--- config.mk ---
export PLATFORM = sky130hd
export DESIGN_NAME = host_mem_sequencer
export DESIGN_NICKNAME = d
export VERILOG_FILES = /design/src/rtl/host_mem_sequencer.sv
export SDC_FILE = /design/constraint.sdc
export NUM_CORES = 1
export LEC_CHECK = 0
export ABC_AREA = 1
export CAP_MARGIN = 20
export CORE_MARGIN = 10
export CORE_UTILIZATION = 49
export CTS_CLUSTER_SIZE = 10
export DETAILED_ROUTE_END_ITERATION = 10
export GPL_ROUTABILITY_DRIVEN = 0
export MAX_ROUTING_LAYER = met4
export PLACE_DENSITY = 0.85
export SYNTH_ARGS = -nofsm -noshare
export SYNTH_HDL_FRONTEND = slang
export SYNTH_SLANG_ARGS = --single-unit
--- constraint.sdc ---
create_clock -name clk -period 2.29 [get_ports clk]
set_input_delay 0.3435 -clock clk [delete_from_list [all_inputs] [get_ports clk]]
set_output_delay 0.3435 -clock clk [all_outputs]
set_load 0.005 [all_outputs]
--- src/rtl/host_mem_sequencer.sv ---
// host_mem_sequencer
//   Host-link loader/dumper for a CPU-owned synchronous RAM.
//   IDLE -> LOAD: bytes from the host are packed LSB-first into DATA_W words
//                 and written to RAM words 0..DEPTH-1.
//   LOAD -> RUN : the CPU owns the RAM port (pass-through) until cpu_done.
//   RUN -> DUMP : RAM words 0..DEPTH-1 are read back and streamed LSB-first
//                 over a valid/ready byte link, then back to IDLE.
//   Optional build macro SEQ_CHECKSUM_EN: append one XOR checksum byte of all
//   dumped bytes after the last data byte.
// Ports:
//   clk, rst_n                   clock, async active-low reset
//   rx_data/rx_valid             inbound byte strobe
//   tx_data/tx_valid/tx_ready    outbound byte handshake
//   cpu_addr/cpu_wdata/cpu_we    CPU RAM port (honoured only in RUN)
//   cpu_run/cpu_done             CPU permission / end-of-program
//   mem_addr/mem_wdata/mem_we    RAM port, mem_rdata one cycle after address
//   state                        IDLE=0 LOAD=1 RUN=2 DUMP=3
module host_mem_sequencer #(
    parameter int DATA_W = 16,
    parameter int ADDR_W = 8,
    parameter int DEPTH  = 256
) (
    input  logic              clk,
    input  logic              rst_n,
    input  logic [7:0]        rx_data,
    input  logic              rx_valid,
    output logic [7:0]        tx_data,
    output logic              tx_valid,
    input  logic              tx_ready,
    input  logic [ADDR_W-1:0] cpu_addr,
    input  logic [DATA_W-1:0] cpu_wdata,
    input  logic              cpu_we,
    output logic              cpu_run,
    input  logic              cpu_done,
    output logic [ADDR_W-1:0] mem_addr,
    output logic [DATA_W-1:0] mem_wdata,
    output logic              mem_we,
    input  logic [DATA_W-1:0] mem_rdata,
    output logic [1:0]        state
);
    localparam int BPW = DATA_W / 8;
    localparam int BW  = (BPW > 1) ? $clog2(BPW) : 1;
    localparam logic [BW-1:0]   LAST_BYTE = BW'(BPW - 1);
    localparam logic [ADDR_W:0] LAST_WORD = (ADDR_W + 1)'(DEPTH - 1);
    localparam logic [ADDR_W:0] NWORDS    = (ADDR_W + 1)'(DEPTH);

    typedef enum logic [1:0] {
        S_IDLE = 2'd0,
        S_LOAD = 2'd1,
        S_RUN  = 2'd2,
        S_DUMP = 2'd3
    } state_t;

    state_t st, st_nx;

    logic [BW-1:0]     byte_cnt;
    logic [ADDR_W:0]   word_cnt;   // one extra bit so DEPTH == 2^ADDR_W is reachable
    logic [DATA_W-1:0] asm_q, asm_nx;
    logic [DATA_W-1:0] wr_data;
    logic [ADDR_W-1:0] wr_addr;
    logic              wr_pend;
    logic [DATA_W-1:0] shreg;
    logic [1:0]        rd_pipe;    // [0]: address presented, [1]: rdata valid

    logic take_byte, last_byte, last_word, accept, dump_done;

`ifdef SEQ_CHECKSUM_EN
    logic [7:0] csum;
    logic       csum_phase;
    assign tx_data = csum_phase ? csum : shreg[7:0];
`else
    assign tx_data = shreg[7:0];
`endif

    assign state     = st;
    assign cpu_run   = (st == S_RUN);
    assign last_byte = (byte_cnt == LAST_BYTE);
    assign last_word = (word_cnt == LAST_WORD);
    assign accept    = tx_valid & tx_ready;
    // Bytes arriving after the last word is complete (while its write drains)
    // are dropped so no address >= DEPTH is ever written.
    assign take_byte = rx_valid && (st == S_IDLE || st == S_LOAD) && (word_cnt < NWORDS);

`ifdef SEQ_CHECKSUM_EN
    assign dump_done = accept && csum_phase;
`else
    assign dump_done = accept && last_byte && last_word;
`endif

    always_comb begin
        asm_nx = asm_q;
        asm_nx[{byte_cnt, 3'b000} +: 8] = rx_data;
    end

    always_comb begin
        st_nx = st;
        unique case (st)
            S_IDLE: if (rx_valid) st_nx = S_LOAD;
            // The final write is in flight when word_cnt has already reached DEPTH.
            S_LOAD: if (wr_pend && word_cnt == NWORDS) st_nx = S_RUN;
            S_RUN:  if (cpu_done) st_nx = S_DUMP;
            S_DUMP: if (dump_done) st_nx = S_IDLE;
            default: st_nx = S_IDLE;
        endcase
    end

    always_comb begin
        mem_addr  = '0;
        mem_wdata = '0;
        mem_we    = 1'b0;
        unique case (st)
            S_LOAD: begin
                mem_addr  = wr_addr;
                mem_wdata = wr_data;
                mem_we    = wr_pend;
            end
            S_RUN: begin
                mem_addr  = cpu_addr;
                mem_wdata = cpu_wdata;
                mem_we    = cpu_we;
            end
            S_DUMP: mem_addr = word_cnt[ADDR_W-1:0];
            default: ;
        endcase
    end

    always_ff @(posedge clk or negedge rst_n) begin
        if (!rst_n) begin
            st       <= S_IDLE;
            byte_cnt <= '0;
            word_cnt <= '0;
            asm_q    <= '0;
            wr_data  <= '0;
            wr_addr  <= '0;
            wr_pend  <= 1'b0;
            shreg    <= '0;
            rd_pipe  <= '0;
            tx_valid <= 1'b0;
`ifdef SEQ_CHECKSUM_EN
            csum       <= '0;
            csum_phase <= 1'b0;
`endif
        end else begin
            st      <= st_nx;
            wr_pend <= 1'b0;
            rd_pipe <= {rd_pipe[0], 1'b0};
            unique case (st)
                S_IDLE, S_LOAD: begin
                    if (take_byte) begin
                        if (last_byte) begin
                            // Completed word goes to a separate write register so the
                            // next byte can be assembled during the write cycle.
                            wr_pend  <= 1'b1;
                            wr_addr  <= word_cnt[ADDR_W-1:0];
                            wr_data  <= asm_nx;
                            word_cnt <= word_cnt + 1'b1;
                            byte_cnt <= '0;
                            asm_q    <= '0;
                        end else begin
                            asm_q    <= asm_nx;
                            byte_cnt <= byte_cnt + 1'b1;
                        end
                    end
                end
                S_RUN: begin
                    if (cpu_done) begin
                        word_cnt <= '0;
                        byte_cnt <= '0;
                        rd_pipe  <= 2'b01;
`ifdef SEQ_CHECKSUM_EN
                        csum <= '0;
`endif
                    end
                end
                S_DUMP: begin
                    if (rd_pipe[1]) begin
                        shreg    <= mem_rdata;
                        tx_valid <= 1'b1;
                    end
`ifdef SEQ_CHECKSUM_EN
                    if (accept && csum_phase) begin
                        tx_valid   <= 1'b0;
                        csum_phase <= 1'b0;
                        csum       <= '0;
                        word_cnt   <= '0;
                    end else
`endif
                    if (accept) begin
                        shreg <= shreg >> 8;
`ifdef SEQ_CHECKSUM_EN
                        csum <= csum ^ shreg[7:0];
`endif
                        if (last_byte) begin
                            byte_cnt <= '0;
                            if (last_word) begin
`ifdef SEQ_CHECKSUM_EN
                                csum_phase <= 1'b1;   // tx_valid stays up for the checksum
`else
                                tx_valid <= 1'b0;
                                word_cnt <= '0;
`endif
                            end else begin
                                // Next word is read only once this one has fully drained.
                                tx_valid <= 1'b0;
                                word_cnt <= word_cnt + 1'b1;
                                rd_pipe  <= 2'b01;
                            end
                        end else begin
                            byte_cnt <= byte_cnt + 1'b1;
                        end
                    end
                end
                default: ;
            endcase
        end
    end

endmodule

After elaboration in Yosys (flattened, before gate mapping)
Cells that the tools add are included.

cells by class
  $add $sub $neg = 3
  $lt $le $gt $ge = 1
  eq/ne operators = 13
  shift operators = 2
  muxes and demuxes = 35
  bitwise gates (word level) = 1
  reductions and logical operators = 15

operator list
  operator                  number
  $mux W9                   6
  $mux W16                  3
  $pmux W16 S2              1
  $pmux W9 S3               1
  $pmux W8 S3               1
  $bwmux W16                1
  $mux W2                   8
  $shift A8 B6 Y16 const A  1
  $shiftx A8 B6 Y16         1
  $ne A2 B2 Y1 const B      6
  $mux W1                   10
  $add A9 B1 Y9 const B     1
  $eq A9 B8 Y1 const B      1
  $eq A9 B9 Y1 const B      1
  $lt A9 B9 Y1 const B      1
  $pmux W2 S4               1
  $neg A4 Y6                1
  $reduce_and A3 Y1         2
  $logic_and A1 B1 Y1       5
  $reduce_and A5 Y1         1
  $eq A2 B2 Y1 const B      2
  $ne A2 B1 Y1 const B      2
  $pmux W2 S2               1
  $reduce_and A2 Y1         2
  other kinds (10)          10

storage, ports and cells
  flip-flop bits (word level) = 72
  bits of input ports = 54
  output and inout bits = 37
  word-level logic and storage cells = 80

Logic depth before layout (Yosys ltp)
  depth after elaboration = 6
  gate-level depth with buffers = 14
  gate-level depth less buffers = 14

Least setup slack after synthesis
Ideal clock, no wire load.

  path type = register to register
  start point = reg word_cnt[0]
  end point = reg st[1], in the netlist state[1]
  setup time = 0.117 ns
  data arrival time = 1.678 ns
  required time = 2.173 ns
  setup slack = 0.495 ns
  cell stages (with the launch flop) = 14
  buffers on the path = 0
  period minus slack after synthesis = 1.795 ns
  path through = dfrtp_1 > ha_1 > nand2_1 > nor3_1 > nand2_1 > inv_1 > ha_1 > inv_1 > nand2_1 > o211ai_1 > nor2_4 > nand2_1 > nand2_1 > nand2_1

between the ends
  cells in the longest elaborated chain, start to end = 4
  elaborated cells on any way between the ends = 7
  those cells by class = eq/ne (4); reduce/logical (3)

RTL lines
  item                                                                  line     source
  from (decl)                                                           57       logic [ADDR_W:0] word_cnt;
  from (signal assigned)                                                156      word_cnt <= word_cnt + 1'b1;
  from (signal assigned)                                                205      word_cnt <= word_cnt + 1'b1;
  $eq A9 B9 Y1 / $eq A9 B8 Y1 (equally long branches)                   100, 78
  $logic_and A1 B1 Y1, on equally long branches                         100, 87
  $ne A2 B1 Y1 (no source line) / $ne A2 B2 Y1 (equally long branches)  --
  $reduce_and A4 Y1 (no source line) (*)                                --
  to (signal assigned)                                                  144      st <= st_nx;
  to (decl)                                                             54       state_t st, st_nx;

Every way passes the cells marked *; elsewhere a longest branch is shown, timed or not.
A chain may end at the register's enable or synchronous reset.

Worst setup path in the final report
  start point = reg st[0], in the netlist state[0]
  end point = out mem_wdata[13]

between the ends
  cells in the longest elaborated chain, start to end = 2
  elaborated cells on any way between the ends = 3
  those cells by class = eq/ne (2); mux (1)

RTL lines
  item                                                 line  source
  $eq A2 B2 Y1 / $eq A2 B1 Y1 (equally long branches)  111   unique case (st)
  $pmux W16 S2 (*)                                     111
  to (decl)                                            36    output logic [DATA_W-1:0] mem_wdata,

Marked as above.

==> results_dict.tcl <==
set metrics [dict create \
    clock_sinks 64 \
    hold_class "primary input to asynchronous set/reset pin" \
    drv_cap 0 \
    pwr-share-seq_pct 30.2 \
    wire_per_inst_um 16.1 \
    io_buffers 90 \
    clk_pin_slew_ns 0.07 \
    tritoncts "built" \
    wl_um 10600 \
    core_mm2 0.00691 \
    grt_pass1_wl_um 16800 \
    yosys-top-cells-area "dfrtp_1, nand2_1, inv_1" \
    fin_crit_ns 2.40 \
    pwr-share-clk_pct 19.2 \
    dpl-instance-area_mm2 0.00447 \
    fin_nets 619 \
    power.switching_mw 2.61 \
    yosys_warnings 0 \
    dr.pass1.iters 7 \
    synth_fp_nets 525 \
    dp.cells 631 \
    globalRoute.totalOverflow 0 \
    layout_commonest_cell "nand2_1" \
    clk_latency_ns 0.35 \
    critical_path_arrival_ns 2.05 \
    rr_startpoint "word_cnt[0]" \
    mostFrequentLayoutCells "nand2_1, clkdlybuf4s50_1, dfrtp_1, inv_1, nand3_1" \
    violations "setup timing" \
    hold_viol 0 \
    layout-drive-gt1-share_pct 12.5 \
    cp_max_fo 17 \
    layout_setup_ws_ns -0.107 \
    internal-power_mw 3.79 \
    powerDensity_mw_per_mm2 1300 \
    drc 0 \
    antenna_cells 0 \
    cts_buffers 9 \
    crit_required_ns 1.95 \
    vias_per_cell 5.24 \
    grt_max_degree 42 \
    antenna_found_initial 0 \
    avgSynthCellArea_um2 7.67 \
    fin_util_pct 71.1 \
    grtUsageTotal_pct 18.9 \
    synth_ff_type "dfrtp_1" \
    fp-row-count 30 \
    fin_cells 658 \
    final_max_slew_viol_count 0 \
    start_util_pct 51.4 \
    die_area_mm2 0.0111 \
    startpoint_type "register" \
    synth_top_area_share_pct 45.1 \
    first_global_vias 3414 \
    rsz0062_at_grt "yes" \
    crit_start "state[0]" \
    netSwitchingFraction_pct 40.8 \
    dpl.hpwl_um 7400 \
    die_h_um 105 \
    ys_ff_latch 64 \
    fin_area_mm2 0.00491 \
    cts_buffer_depth 2 \
    irDropWorstVdd_uv 682 \
    htreeDepth 3 \
    leakage_nw 2.48 \
    drtAntennaViolNets 0 \
    die_w_um 105 \
    status "finished with violations" \
    tightest_slew_ns 0.758 \
    cp-end-kind "output pin" \
    hold_buffers 0 \
    syn-cell-area_mm2 0.00355 \
    yosysSeqAreaShare_pct 45.1 \
    yosys.cell_types.count 32 \
    skew_ns 0.00916 \
    area_delta_synth_final_pct 38.3 \
    dr_total_vias 3448 \
    fin_crit_sh_pct 105 \
    fmax_mhz 417 \
    p_comb_share_pct 50.6 \
    synthArstFlopShare_pct 100 \
    yosys.area.top_type "dfrtp_1" \
    synth_edf_count 0 \
    synth_cells 463 \
    drt_iter0_drc 233 \
    setup_violations 2 \
    crit_type "register to output pin" \
    cts_root_buffer "clkbuf_8" \
    relSlewSlack_pct 49.5 \
    io_pins 91 \
]
-- per-stage QoR --
stage / setup WS, ns / hold slack, ns / power, mW / setup TNS (ns)
3_5_place_dp: 0.112 / 0.454 / 4.87 / 0
3_3_place_gp: 0.220 / 0.439 / 4.74 / 0
6_report: -0.107 / 0.0660 / 6.40 / -0.200
4_1_cts: -0.0886 / 0.0934 / 6.29 / -0.853
2_1_floorplan: 0.495 / 0.0479 / 3.78 / 0
5_1_grt: -0.195 / 0.125 / 6.85 / -0.385
-- worst paths after layout --
check | to | slack, ns | depth (start not counted)
min in group clk | wr_data[13] | 0.49 | 2
max reg2reg | state[0] | 0.25 | 13
max in group asynchronous | word_cnt[8] | 1.59 | 2
min reg2reg | wr_data[13] | 0.49 | 2
min | word_cnt[6] | 0.07 | 1
max | mem_wdata[13] | -0.11 | 6
-- routing by layer --
layer	global-route usage (%)	routed length, um	vias up
met5	-	0	-
met4	8.14	272	0
met3	3.32	508	22
met2	30.7	5270	140
met1	22.4	4570	1621
li1	-	-	1665
-- logic make-up after synthesis --
group           Yosys count  synth area share (%)
flops                    64                  45.1
buf+inv                  77                  10.7
compound gates           83                  12.9
simple gates            231                  28.5
fa+ha+maj                 8                  2.82
-- final cells by class --
class                   count  area [um2]
multi-input cells         322        1620
well taps                  96         120
fillers                   564        1990
flip-flops and latches     64        1600
repair buffers            111        1120
clock inverters             6         115
repair inverters            1        7.51
clock buffers              10         138
inverters                  48         191
-- worst max-delay path: stages, from the launching register on --
cell and delay [ns]:
dfrtp_1 0.37, inv_1 0.10, ha_2 0.34, clkinv_1 0.08, buf_6 0.16, a21oi_1 0.12, clkdlybuf4s50_1 0.52
-- flip-flops by register name, summed over array words and instances, names as in the netlist --
signal,cells
shreg,16
wr_data,16
word_cnt,9
asm_q,8
wr_addr,8
rd_pipe,2
state,2
byte_cnt,1
tx_valid,1
wr_pend,1
-- synthesized netlist by cell type, types with 2 or more instances --
master and instances:
clkbuf_1 5, nand2_1 166, nand2_2 2, buf_2 8, o21ai_0 23, buf_1 2, a31oi_1 9, nor3_1 2
o21ai_1 19, buf_6 4, dfrtp_1 64, inv_2 5, ha_1 8, inv_1 40, o22ai_1 2, o211ai_1 9
nor2_1 15, a21oi_1 19, buf_4 9, inv_4 2, nand4_1 7, nor2_4 5, nand3_1 27, nand2_4 3
-- power by group through the flow --
stage               clock [mW]  combinational [mW]  sequential [mW]
floorplan                    0                1.90             1.87
global route              1.28                3.58             1.99
detailed placement           0                2.93             1.94
global placement             0                2.83             1.91
finish                    1.23                3.24             1.94
CTS                       1.23                3.14             1.92
-- what timing repair did --
action,4_1_cts,5_1_grt
endpoints found under the setup margin,25,16
setup buffers,6,3
gates resized for setup,26,17
cloned,2,0
pin swaps,1,2
(Power assumes the default switching activity.)
